## config.mk

```make
export PLATFORM = sky130hd
export DESIGN_NAME = multicycle_fsm
export DESIGN_NICKNAME = d
export VERILOG_FILES = /design/src/rtl/multicycle_fsm.sv
export SDC_FILE = /design/constraint.sdc
export NUM_CORES = 1
export LEC_CHECK = 0
export CAP_MARGIN = 20
export CORE_MARGIN = 4
export CORE_UTILIZATION = 45
export DETAILED_ROUTE_END_ITERATION = 7
export PLACE_DENSITY = 0.87
export SLEW_MARGIN = 20
export SYNTH_ARGS = -nofsm -noshare
export SYNTH_HDL_FRONTEND = slang
export SYNTH_SLANG_ARGS = --single-unit
```

## constraint.sdc

```tcl
create_clock -name clk -period 3.4 [get_ports clk]
set_input_delay 0.68 -clock clk [delete_from_list [all_inputs] [get_ports clk]]
set_output_delay 0.68 -clock clk [all_outputs]
set_load 0.03 [all_outputs]
```

## src/rtl/multicycle_fsm.sv

```systemverilog
// Multi-cycle processor control FSM (Moore) with an FPU handshake that aborts after a bounded wait.
// The timeout abort sets a sticky FPUTimeout flag.
module multicycle_fsm #(
  parameter int FPU_TIMEOUT = 16
) (
  input  logic       clk,
  input  logic       reset,
  input  logic [1:0] Op,
  input  logic [5:0] Funct,
  input  logic       FPUDone,
  output logic       IRWrite,
  output logic       AdrSrc,
  output logic       NextPC,
  output logic       RegW,
  output logic       MemW,
  output logic       Branch,
  output logic       ALUOp,
  output logic       FPUStart,
  output logic [1:0] ALUSrcA,
  output logic [1:0] ALUSrcB,
  output logic [1:0] ResultSrc,
  output logic       FPUTimeout,
  output logic [3:0] State
);

  typedef enum logic [3:0] {
    FETCH    = 4'd0,
    DECODE   = 4'd1,
    MEMADR   = 4'd2,
    MEMRD    = 4'd3,
    MEMWB    = 4'd4,
    MEMWR    = 4'd5,
    EXECUTER = 4'd6,
    EXECUTEI = 4'd7,
    ALUWB    = 4'd8,
    BRANCH   = 4'd9,
    FPUISSUE = 4'd10,
    FPUWAIT  = 4'd11,
    FPUWB    = 4'd12
  } state_t;

  localparam logic [7:0] LAST_WAIT = 8'(FPU_TIMEOUT - 1);

  // The register is a raw 4-bit code so that the unused codes 13-15 can be held and recovered from.
  logic [3:0] state;
  state_t     next_state;
  logic [7:0] waitcnt;
  logic       timeout_q;
  logic       timeout_hit;
  logic       unused_funct;

  assign unused_funct = ^Funct[4:1];
  assign timeout_hit  = (state == FPUWAIT) && !FPUDone && (waitcnt == LAST_WAIT);
  assign FPUTimeout   = timeout_q;
  assign State        = state;

  always_ff @(posedge clk) begin
    if (!reset) begin
      state     <= FETCH;
      waitcnt   <= 8'd0;
      timeout_q <= 1'b0;
    end else begin
      state <= next_state;
      if (state == FPUISSUE)
        waitcnt <= 8'd0;
      else if (state == FPUWAIT && !FPUDone)
        waitcnt <= waitcnt + 8'd1;
      if (timeout_hit)
        timeout_q <= 1'b1;
    end
  end

  always_comb begin
    next_state = FETCH;
    IRWrite    = 1'b0;
    AdrSrc     = 1'b0;
    NextPC     = 1'b0;
    RegW       = 1'b0;
    MemW       = 1'b0;
    Branch     = 1'b0;
    ALUOp      = 1'b0;
    FPUStart   = 1'b0;
    ALUSrcA    = 2'b00;
    ALUSrcB    = 2'b00;
    ResultSrc  = 2'b00;
    case (state)
      FETCH: begin
        IRWrite    = 1'b1;
        NextPC     = 1'b1;
        ALUSrcA    = 2'b01;
        ALUSrcB    = 2'b10;
        ResultSrc  = 2'b10;
        next_state = DECODE;
      end
      DECODE: begin
        ALUSrcA   = 2'b01;
        ALUSrcB   = 2'b10;
        ResultSrc = 2'b10;
        case (Op)
          2'b01:   next_state = MEMADR;
          2'b10:   next_state = BRANCH;
          2'b11:   next_state = FPUISSUE;
          default: next_state = Funct[5] ? EXECUTEI : EXECUTER;
        endcase
      end
      MEMADR: begin
        ALUSrcB    = 2'b01;
        next_state = Funct[0] ? MEMRD : MEMWR;
      end
      MEMRD: begin
        AdrSrc     = 1'b1;
        next_state = MEMWB;
      end
      MEMWB: begin
        ResultSrc = 2'b01;
        RegW      = 1'b1;
      end
      MEMWR: begin
        AdrSrc = 1'b1;
        MemW   = 1'b1;
      end
      EXECUTER: begin
        ALUOp      = 1'b1;
        next_state = ALUWB;
      end
      EXECUTEI: begin
        ALUSrcB    = 2'b01;
        ALUOp      = 1'b1;
        next_state = ALUWB;
      end
      ALUWB: RegW = 1'b1;
      BRANCH: begin
        ALUSrcA   = 2'b10;
        ALUSrcB   = 2'b01;
        ResultSrc = 2'b10;
        Branch    = 1'b1;
      end
      FPUISSUE: begin
        FPUStart   = 1'b1;
        next_state = FPUWAIT;
      end
      // A result arriving on the last allowed wait cycle still beats the abort.
      FPUWAIT: begin
        if (FPUDone)
          next_state = FPUWB;
        else if (waitcnt == LAST_WAIT)
          next_state = FETCH;
        else
          next_state = FPUWAIT;
      end
      FPUWB: begin
        ResultSrc = 2'b11;
        RegW      = 1'b1;
      end
      default: next_state = FETCH;
    endcase
  end

endmodule

```

== Word-level counts from Yosys, hierarchy flattened ==
Cells that the tools add are included.

* Register bits: 13
* Bits of input ports: 11
* Output and inout port bits: 19
* Word-level logic and storage cells: 48

* Add/subtract/negate cells: 1
* Eq/ne operators: 16
* Multiplexer cells: 16
* Bitwise gates (word level): 1
* Reductions and logical operators: 11

{| class="wikitable"
|+ Operator list
! operator !! number
|-
| one-hot mux 4 bit (7 select lines) || 1
|-
| == test 4 bit, second input constant || 5
|-
| == test 4 x 3 -> 1 bit, second input constant || 4
|-
| one-hot mux 4 bit (3 select lines) || 1
|-
| OR reduction 3 bit || 3
|-
| adder 8 x 1 -> 8 bit, second input constant || 1
|-
| == test 4 x 2 -> 1 bit, second input constant || 2
|-
| == test 8 x 4 -> 1 bit, second input constant || 1
|-
| two-way mux 1 bit || 8
|-
| two-way mux 4 bit || 2
|-
| one-hot mux 2 bit (2 select lines) || 2
|-
| OR reduction 2 bit || 4
|-
| one-hot mux 2 bit (3 select lines) || 1
|-
| == test 2 bit, second input constant || 2
|-
| == test 4 x 1 -> 1 bit, second input constant || 1
|-
| zero test 4 bit || 1
|-
| two-way mux 3 bit || 1
|-
| == test 2 x 1 -> 1 bit, second input constant || 1
|-
| logical AND 1 bit || 2
|-
| zero test 1 bit || 1
|-
| inverter 1 bit || 1
|}

== Longest topological paths before layout ==
Gate-level depths: netlist of the first run.

* Word-level depth: 4
* Depth in mapped cells: 5
* Mapped depth without buffers: 5

== Worst setup path after synthesis of the first run ==
Ideal clock, no wire load.

* Path kind: flip-flop to output port
* From: register state[1], in the netlist State[1]
* To: output NextPC
* Arrival: 2.109 ns
* Data required time: 2.720 ns
* Slack: 0.611 ns
* Stages on the path, launching flop included: 4
* Path buffers: 2
* Cell sequence: dfxtp_1 -> clkbuf_1 -> nor4_1 -> buf_4

* Longest elaborated chain between the ends: 2

{| class="wikitable"
|+ Ends and longest elaborated chain
! what !! line !! source
|-
| from (decl) || 45 || <nowiki>logic [3:0] state;</nowiki>
|-
| from (signal assigned) || 63 || <nowiki>state <= next_state;</nowiki>
|-
| zero test 4 bit || - ||
|-
| two-way mux 1 bit || - ||
|-
| to (decl) || 13 || <nowiki>output logic NextPC,</nowiki>
|}

Every way passes these cells.

== Final worst setup path of the first run ==
* From: register state[2], in the netlist State[2]
* To: output ALUSrcB[0]

* Longest elaborated chain between the ends: 3
* Elaborated cells on any way between the ends: 8
* Those cells by class: 4 x eq/ne; 1 x mux; 3 x reduce/logical

{| class="wikitable"
|+ Ends and longest elaborated chain
! what !! line !! source
|-
| == test 4 x 3 -> 1 bit, or another cell as far along || 86 || <nowiki>case (state)</nowiki>
|-
| OR reduction 3 bit (no line) / OR reduction 2 bit (equally long branches) || - ||
|-
| one-hot mux 2 bit (2 select lines) (*) || 86 ||
|-
| to (decl) || 20 || <nowiki>output logic [1:0] ALUSrcB,</nowiki>
|}

Mark *: on every way between the ends. The rest lies on a longest branch, timed or not.

==> results of run 1 <==
-- registers in the layout (all words and copies together), names as in the netlist --
name / count
State: 4
FPUTimeout: 1
waitcnt: 8
-- stage by stage --
step	utilization (%)	std cells	cell area, um2
2_1_floorplan	-	101	798
3_3_place_gp	65.9	144	1050
3_5_place_dp	65.9	144	1050
4_1_cts	67.6	148	1080
5_1_grt	67.6	148	1080
6_report	67.6	148	1080
-- cell usage after synthesis, types with 2 or more instances --
library cell / number
dfxtp_1: 13
o21ai_0: 3
nor2_1: 13
xnor2_1: 4
nand2b_1: 4
nor3b_1: 2
nand4_1: 4
nor3_1: 7
clkbuf_1: 3
inv_1: 3
nand3_1: 5
o21a_1: 2
xor2_1: 4
nor2b_1: 4
nor4_1: 2
nand2_1: 4
a21oi_1: 3
buf_4: 2
-- where the power goes --
| group | switching, mW | leakage (nW) | total [mW] | internal, mW |
|---|---|---|---|---|
| registers | 0.0155 | 0.105 | 0.173 | 0.157 |
| logic | 0.0954 | 0.280 | 0.167 | 0.0718 |
| clock network | 0.0491 | 0.0150 | 0.0945 | 0.0455 |
-- final timing paths --
path	cells after the start	start	slack (ns)	to
max	5	State[2]	0.54	ALUSrcB[0]
min	2	waitcnt[1]	0.48	waitcnt[1]
max reg2reg	4	State[3]	1.64	waitcnt[7]
min reg2reg	2	waitcnt[1]	0.48	waitcnt[1]
-- worst max-delay path, stage by stage (launching register included) --
cell and delay [ns]:
dfxtp_1 0.65, nand2b_1 0.17, nor2_1 0.15, o21bai_1 0.12
a22o_1 0.14, clkdlybuf4s50_1 0.67
-- final cells by class --
class	instances	area (um2)	area share, %
clock buffers	4	26.3	2.44
well taps	24	30.0	2.79
multi-input cells	78	492	45.6
flip-flops and latches	13	260	24.2
inverters	3	11.3	1.05
repair buffers	26	258	23.9
-- kinds of logic (layout without fill, tap and decap cells) --
family,count (synthesis),in the layout,share of synthesized area (%)
AND/OR/NAND/NOR,54,54,38.6
buffers and inverters,10,33,5.80
AO/OA/AOI/OAI,15,15,12.7
flip-flops,13,13,32.6
adder cells (fa/ha/maj),1,1,1.57
XOR/XNOR,8,8,8.78
-- layer usage --
metal | GRT usage (%) | wire length [um] | vias to the layer above
li1 | - | - | 402
met1 | 21.6 | 888 | 388
met2 | 28.3 | 939 | 26
met3 | 3.61 | 112 | 2
met4 | 5.53 | 14 | 0
met5 | 0 | 0 | -
==> results.cfg, run 1 <==
[outcome]
outcome = finished clean

[layout]
final_cell_mix = 25 x clkdlybuf4s50_1, 13 x dfxtp_1, 13 x nor2_1
nFillCells = 139
drive_above_1_share_pct = 4.84
layout.nets = 137
area_growth_pct = 35.0
final_common_cell = clkdlybuf4s50_1
diodes = 0

[logic_synthesis]
yosysWarningCount = 0
ys_types = 37
syn_inst = 101
ys_seq_area_share_pct = 32.6
synth-edff-count = 0
synth.avg_cell_area_um2 = 7.90
yosys.area.top_type = dfxtp_1
synth_top_area_share_pct = 32.6
syn-cell-area_um2 = 798
async_flop_share_pct = 0
ys.flop_type = dfxtp_1
synth-seq-cells = 13
synthesis.nets = 113
netlist_top_cells_area = dfxtp_1 33%, nor2_1 6.1%, nor3_1 4.4%, xnor2_1 4.4%, xor2_1 4.4%

[power]
power.leakage_nw = 0.401
p_total_mw = 0.434
p_per_area_nw_per_um2 = 403
vdd_drop_max_mv = 0.292

[floorplanning]
num_rows = 14
die_y_um = 50.1
io_pins = 30
core_um2 = 1590
start_util_pct = 50.1
dieArea_um2 = 2510
die_x_um = 50.1

[routing]
vias_per_cell = 5.53
wire_per_inst_um = 13.2
drt_first_iter_violations = 28
drtPass1Iterations = 4
dr_total_vias = 818
postRouteAntennaNets = 0
drc = 0
wl_um = 1960

[clock_tree]
post_cts_buffers = 0
root_buffer = clkbuf_4
cts_max_level = 1
clk_pin_slew_worst_paths_ns = 0.08
postCtsHoldBufs = 0
ctsResizeCount = 0
cts_made_buffers = 3
clock-sinks = 13
cts_tree = yes
worstSkewPairLatency_ns = 0.27
cts_buffer_depth = 2

[global_route]
grt_pass1_vias = 782
grt_pass1_wl_um = 3380
antenna_found_initial = 0
overflow = 0
grt_max_degree = 17
grt_usage_pct = 17.0

[critical_path]
critPathMaxFanout = 15
endpoint_kind = output pin
cp.required_ns = 2.72
cp_data_arrival_time_ns = 2.18
worst-setup-path-type = flop to output pin
crit_path_start_kind = flop

[placement]
port_buffers = 25
place.gp.congestion = 0.772
hpwlAfterDp_um = 1460
pre_cts_ws_ns = 0.842

[timing]
hold_slack_ns = 0.484
final-setup-viol-count = 0
min_period_ns = 2.86
tightest_slew_ns = 0.583
skew_ns = 0.00363
fin_crit_sh_pct = 84.1
rsz0062_at_grt = no
fmax_mhz = 350
finalHoldViolCount = 0
tns_ns = 0
slew_headroom_pct = 60.9
fin_ws_ns = 0.541
slew_viol_final = 0

[min_path]
min_path_type = flop to flop

[job]
max-cap-violations = 0
Note: power is estimated with default switching activity, not from simulation.
==> inputs of run 2 (changes only) <==
--- a/config.mk
+++ b/config.mk
@@ -7,9 +7,9 @@
 export LEC_CHECK = 0
 export CAP_MARGIN = 20
 export CORE_MARGIN = 4
-export CORE_UTILIZATION = 45
+export CORE_UTILIZATION = 38
 export DETAILED_ROUTE_END_ITERATION = 7
-export PLACE_DENSITY = 0.87
+export PLACE_DENSITY = 0.79
 export SLEW_MARGIN = 20
 export SYNTH_ARGS = -nofsm -noshare
 export SYNTH_HDL_FRONTEND = slang
==> constraint.sdc (replaced) <==
create_clock -name clk -period 2.6 [get_ports clk]
set_input_delay 0.52 -clock clk [delete_from_list [all_inputs] [get_ports clk]]
set_output_delay 0.52 -clock clk [all_outputs]
set_load 0.03 [all_outputs]
==> results.cfg, run 2 (synthesis results as in run 1) <==
[layout]
diodes = 0
final_cell_mix = 25 x clkdlybuf4s50_1, 13 x nor2_1, 12 x dfxtp_1
final_util_pct = 56.1
drive_above_1_share_pct = 8.66
largest_reg_flops = 8
layout.nets = 140
final_common_cell = clkdlybuf4s50_1
nFillCells = 187
area_growth_pct = 39.2
top_register = waitcnt

[routing]
postRouteAntennaNets = 0
vias_per_cell = 5.15
drt_first_iter_violations = 14
drtPass1Iterations = 5
drc = 0
wl_um = 1900
dr_total_vias = 793
wire_per_inst_um = 12.3

[floorplanning]
die_x_um = 53.8
core_um2 = 1980
start_util_pct = 40.3
die_y_um = 53.8
dieArea_um2 = 2900
io_pins = 30
num_rows = 16

[critical_path]
cp_data_arrival_time_ns = 1.94
critPathMaxFanout = 6
ff2ff_path_depth = 4
endpoint_kind = output pin
cpMaxStageDelayCell = clkdlybuf4s50_1
cpPeakStageDelay_ns = 0.66
crit_path_start_kind = flop
cp.required_ns = 2.08
crit_chain = inv_1 -> nor2_1 -> o21bai_1 -> a22o_1 -> clkdlybuf4s50_1
worst-setup-path-type = flop to output pin

[clock_tree]
cts_made_buffers = 3
clk_pin_slew_worst_paths_ns = 0.08
cts_max_level = 1
worstSkewPairLatency_ns = 0.27
cts_buffer_depth = 2
cts_tree = yes
clock-sinks = 13
root_buffer = clkbuf_4

[timing]
skew_ns = 0.00249
tightest_slew_ns = 0.593
fin_crit_sh_pct = 94.5
hold_slack_ns = 0.469
slew_viol_final = 0
fin_ws_ns = 0.144
final-setup-viol-count = 0
min_period_ns = 2.46
tns_ns = 0
fmax_mhz = 407
rsz0062_at_grt = no
slew_headroom_pct = 60.2
finalHoldViolCount = 0

[power]
switching_share_pct = 36.1
p_sw_mw = 0.206
power.leakage_nw = 0.418
vdd_drop_max_mv = 0.255
p_per_area_nw_per_um2 = 515
p_seq_share_pct = 39.0
p_total_mw = 0.573
clock_power_share_pct = 21.5
combPwrFrac_pct = 39.5
intPower_mw = 0.366

[placement]
place.gp.congestion = 0.835
hpwlAfterDp_um = 1500
port_buffers = 25
pre_cts_ws_ns = 0.390

[global_route]
grt_pass1_wl_um = 3190
grt_pass1_vias = 751
antenna_found_initial = 0
grt_usage_pct = 14.6
grt_max_degree = 16
overflow = 0

[min_path]
hold_depth = 1
min_path_type = flop to flop

[job]
max-cap-violations = 0

[outcome]
outcome = finished clean
run 2: per-layer routing:
metal	track usage, %	vias up	share of wire (%)
li1	-	410	-
met1	17.6	351	44
met2	26.2	27	46
met3	1.94	5	8.4
met4	5.11	0	1.3
met5	0	-	0
run 2: final cells by class:
type                    instances  area [um2]  share of cell area (%)
inverters                       3        11.3                    1.01
flip-flops and latches         13         262                    23.5
multi-input cells              78         498                    44.8
well taps                      27        33.8                    3.04
repair buffers                 29         280                    25.2
clock buffers                   4        26.3                    2.36
run 2: path summary, 6_finish.rpt:
path | slack [ns] | startpoint | end
worst max-delay path | 0.14 | State[1] | ALUSrcB[0]
worst min-delay path | 0.47 | FPUTimeout | FPUTimeout
worst max register to register | 0.99 | State[0] | waitcnt[7]
worst min register to register | 0.47 | FPUTimeout | FPUTimeout
run 2: power groups by stage:
stage	combinational, mW	clock, mW	sequential (mW)
2_1_floorplan	0.136	0	0.232
3_3_place_gp	0.225	0	0.227
3_5_place_dp	0.227	0	0.228
4_1_cts	0.228	0.125	0.223
5_1_grt	0.243	0.134	0.226
6_report	0.226	0.123	0.223
run 2: stage by stage:
| step | cell area [um2] | cells |
|---|---|---|
| 2_1_floorplan | 805 | 101 |
| 3_3_place_gp | 1080 | 150 |
| 3_5_place_dp | 1080 | 150 |
| 4_1_cts | 1110 | 154 |
| 5_1_grt | 1110 | 154 |
| 6_report | 1110 | 154 |
run 2: what timing repair did:
action                     4_1_cts  5_1_grt
setup endpoints to repair        0        2
resized for setup                0        1
setup buffers                    0        0
hold buffers                     0        0
run 2: critical path, delay by kind of cell, from the launching register on:
kind            cells  cell delay (ns)
flops               1             0.45
compound gates      2             0.25
buf+inv             2             0.80
simple gates        1             0.15
==> inputs of run 3 (changes only) <==
--- a/config.mk
+++ b/config.mk
@@ -9,7 +9,7 @@
 export CORE_MARGIN = 4
 export CORE_UTILIZATION = 38
 export DETAILED_ROUTE_END_ITERATION = 7
-export PLACE_DENSITY = 0.79
+export PLACE_DENSITY = 0.78
 export SLEW_MARGIN = 20
 export SYNTH_ARGS = -nofsm -noshare
 export SYNTH_HDL_FRONTEND = slang
==> constraint.sdc (replaced) <==
create_clock -name clk -period 2.6 [get_ports clk]
set_input_delay 0.26 -clock clk [delete_from_list [all_inputs] [get_ports clk]]
set_output_delay 0.26 -clock clk [all_outputs]
set_load 0.03 [all_outputs]
==> results.cfg, run 3 (synthesis results as in run 1) <==
[outcome]
outcome = finished clean

[timing]
fin_crit_sh_pct = 93.1
fmax_mhz = 413
tns_ns = 0
tightest_slew_ns = 0.602
min_period_ns = 2.42
slew_viol_final = 0
skew_ns = 0.000647
rsz0062_at_grt = no
slew_headroom_pct = 59.6
finalHoldViolCount = 0
final-setup-viol-count = 0

[clock_tree]
clock-sinks = 13
root_buffer = clkbuf_4
post_cts_buffers = 0
cts_buffer_depth = 2
cts_tree = yes
clk_pin_slew_worst_paths_ns = 0.08
worstSkewPairLatency_ns = 0.28
ctsResizeCount = 0
cts_max_level = 1
cts_made_buffers = 3
postCtsHoldBufs = 0

[critical_path]
worst-setup-path-type = flop to output pin
path_buf_inv = 1
cpPeakStageDelay_ns = 0.69
r2r_setup_slack_ns = 0.84
cpLargestDelayFamily = flip-flops
critPathMaxFanout = 16
endpoint_kind = output pin
crit_path_start_kind = flop
cp_data_arrival_time_ns = 2.16
cp.required_ns = 2.34
cpMaxStageDelayCell = dfxtp_1
crit_chain = nand2b_1 -> nor2_1 -> o21bai_1 -> a22o_1 -> clkdlybuf4s50_1

[global_route]
grt_use_met3_pct = 1.66
grt_busiest_layer = met2
grt_use_met2_pct = 21.8
antenna_found_initial = 0
grt_pass1_vias = 697
overflow = 0
grt_max_degree = 17
grt_pass1_wl_um = 3020
grt_usage_pct = 14.4
grtUsageMet1_pct = 18.8

[routing]
wl_um = 1890
drc = 0
drt_first_iter_violations = 23
drtPass1Iterations = 4
dr_total_vias = 800
vias_per_cell = 5.26
wire_per_inst_um = 12.4
postRouteAntennaNets = 0

[layout]
final_cell_mix = 25 x clkdlybuf4s50_1, 13 x dfxtp_1, 13 x nor2_1
drive_above_1_share_pct = 6.40
top_register = waitcnt
nFillCells = 180
layout.nets = 138
area_growth_pct = 36.5
fin_area_um2 = 1090
diodes = 0
stdcell_count = 152
largest_reg_flops = 8
final_common_cell = clkdlybuf4s50_1

[job]
max-cap-violations = 0

[placement]
dpl.cell_count = 148
port_buffers = 25
postPlaceCellArea_um2 = 1060
place.gp.congestion = 0.767
hpwlAfterDp_um = 1400

[floorplanning]
io_pins = 30
die_y_um = 53.8
core_um2 = 1980
start_util_pct = 40.3
num_rows = 16
dieArea_um2 = 2900
die_x_um = 53.8

[power]
switching_share_pct = 37.4
intPower_mw = 0.358
vdd_drop_max_mv = 0.382
p_sw_mw = 0.214
combPwrFrac_pct = 38.6
power.leakage_nw = 0.409
clock_power_share_pct = 22.6
p_seq_share_pct = 38.8
p_per_area_nw_per_um2 = 525

[min_path]
min_path_type = flop to flop
-- run 3: worst paths after layout --
check / depth (start not counted) / from / to
setup / recovery: 5 / State[3] / ALUSrcB[0]
hold / removal: 1 / FPUTimeout / FPUTimeout
setup reg to reg: 4 / State[3] / waitcnt[7]
hold reg to reg: 1 / FPUTimeout / FPUTimeout
-- run 3: routing by layer --
layer  up-vias  share of wire, %
li1        406                 -
met1       365                47
met2        25                47
met3         4               4.3
met4         0               2.5
met5         -                 0
-- run 3: power by group through the flow --
| stage | clock, mW | combinational (mW) | sequential [mW] |
|---|---|---|---|
| detailed placement | 0 | 0.221 | 0.227 |
| CTS | 0.131 | 0.222 | 0.222 |
| global placement | 0 | 0.221 | 0.226 |
| global route | 0.140 | 0.236 | 0.224 |
| finish | 0.129 | 0.221 | 0.222 |
| floorplan | 0 | 0.134 | 0.232 |
-- run 3: through the flow --
stage / hold WS, ns / power, mW / setup WS, ns / utilization [%]
floorplan: 0.407 / 0.366 / 0.231 / -
CTS: 0.480 / 0.575 / 0.182 / 55.0
finish: 0.477 / 0.572 / 0.179 / 55.0
global route: 0.504 / 0.600 / 0.0666 / 55.0
global placement: 0.452 / 0.447 / 0.541 / 53.6
detailed placement: 0.462 / 0.448 / 0.497 / 53.6
-- run 3: layout make-up --
type	count	area (um2)	area share, %
multi-input combinational	78	492	45.1
timing repair buffer	27	265	24.3
sequential	13	260	23.9
tap	27	33.8	3.10
clock buffer	3	22.5	2.07
inverter	3	11.3	1.03
clock inverter	1	5.00	0.459
-- run 3: worst register-to-register path: cells and delay by family, from the launching register on --
| family | cells | cell delay, ns |
|---|---|---|
| simple gates | 3 | 0.78 |
| flops | 1 | 0.69 |
| xor+xnor | 1 | 0.17 |
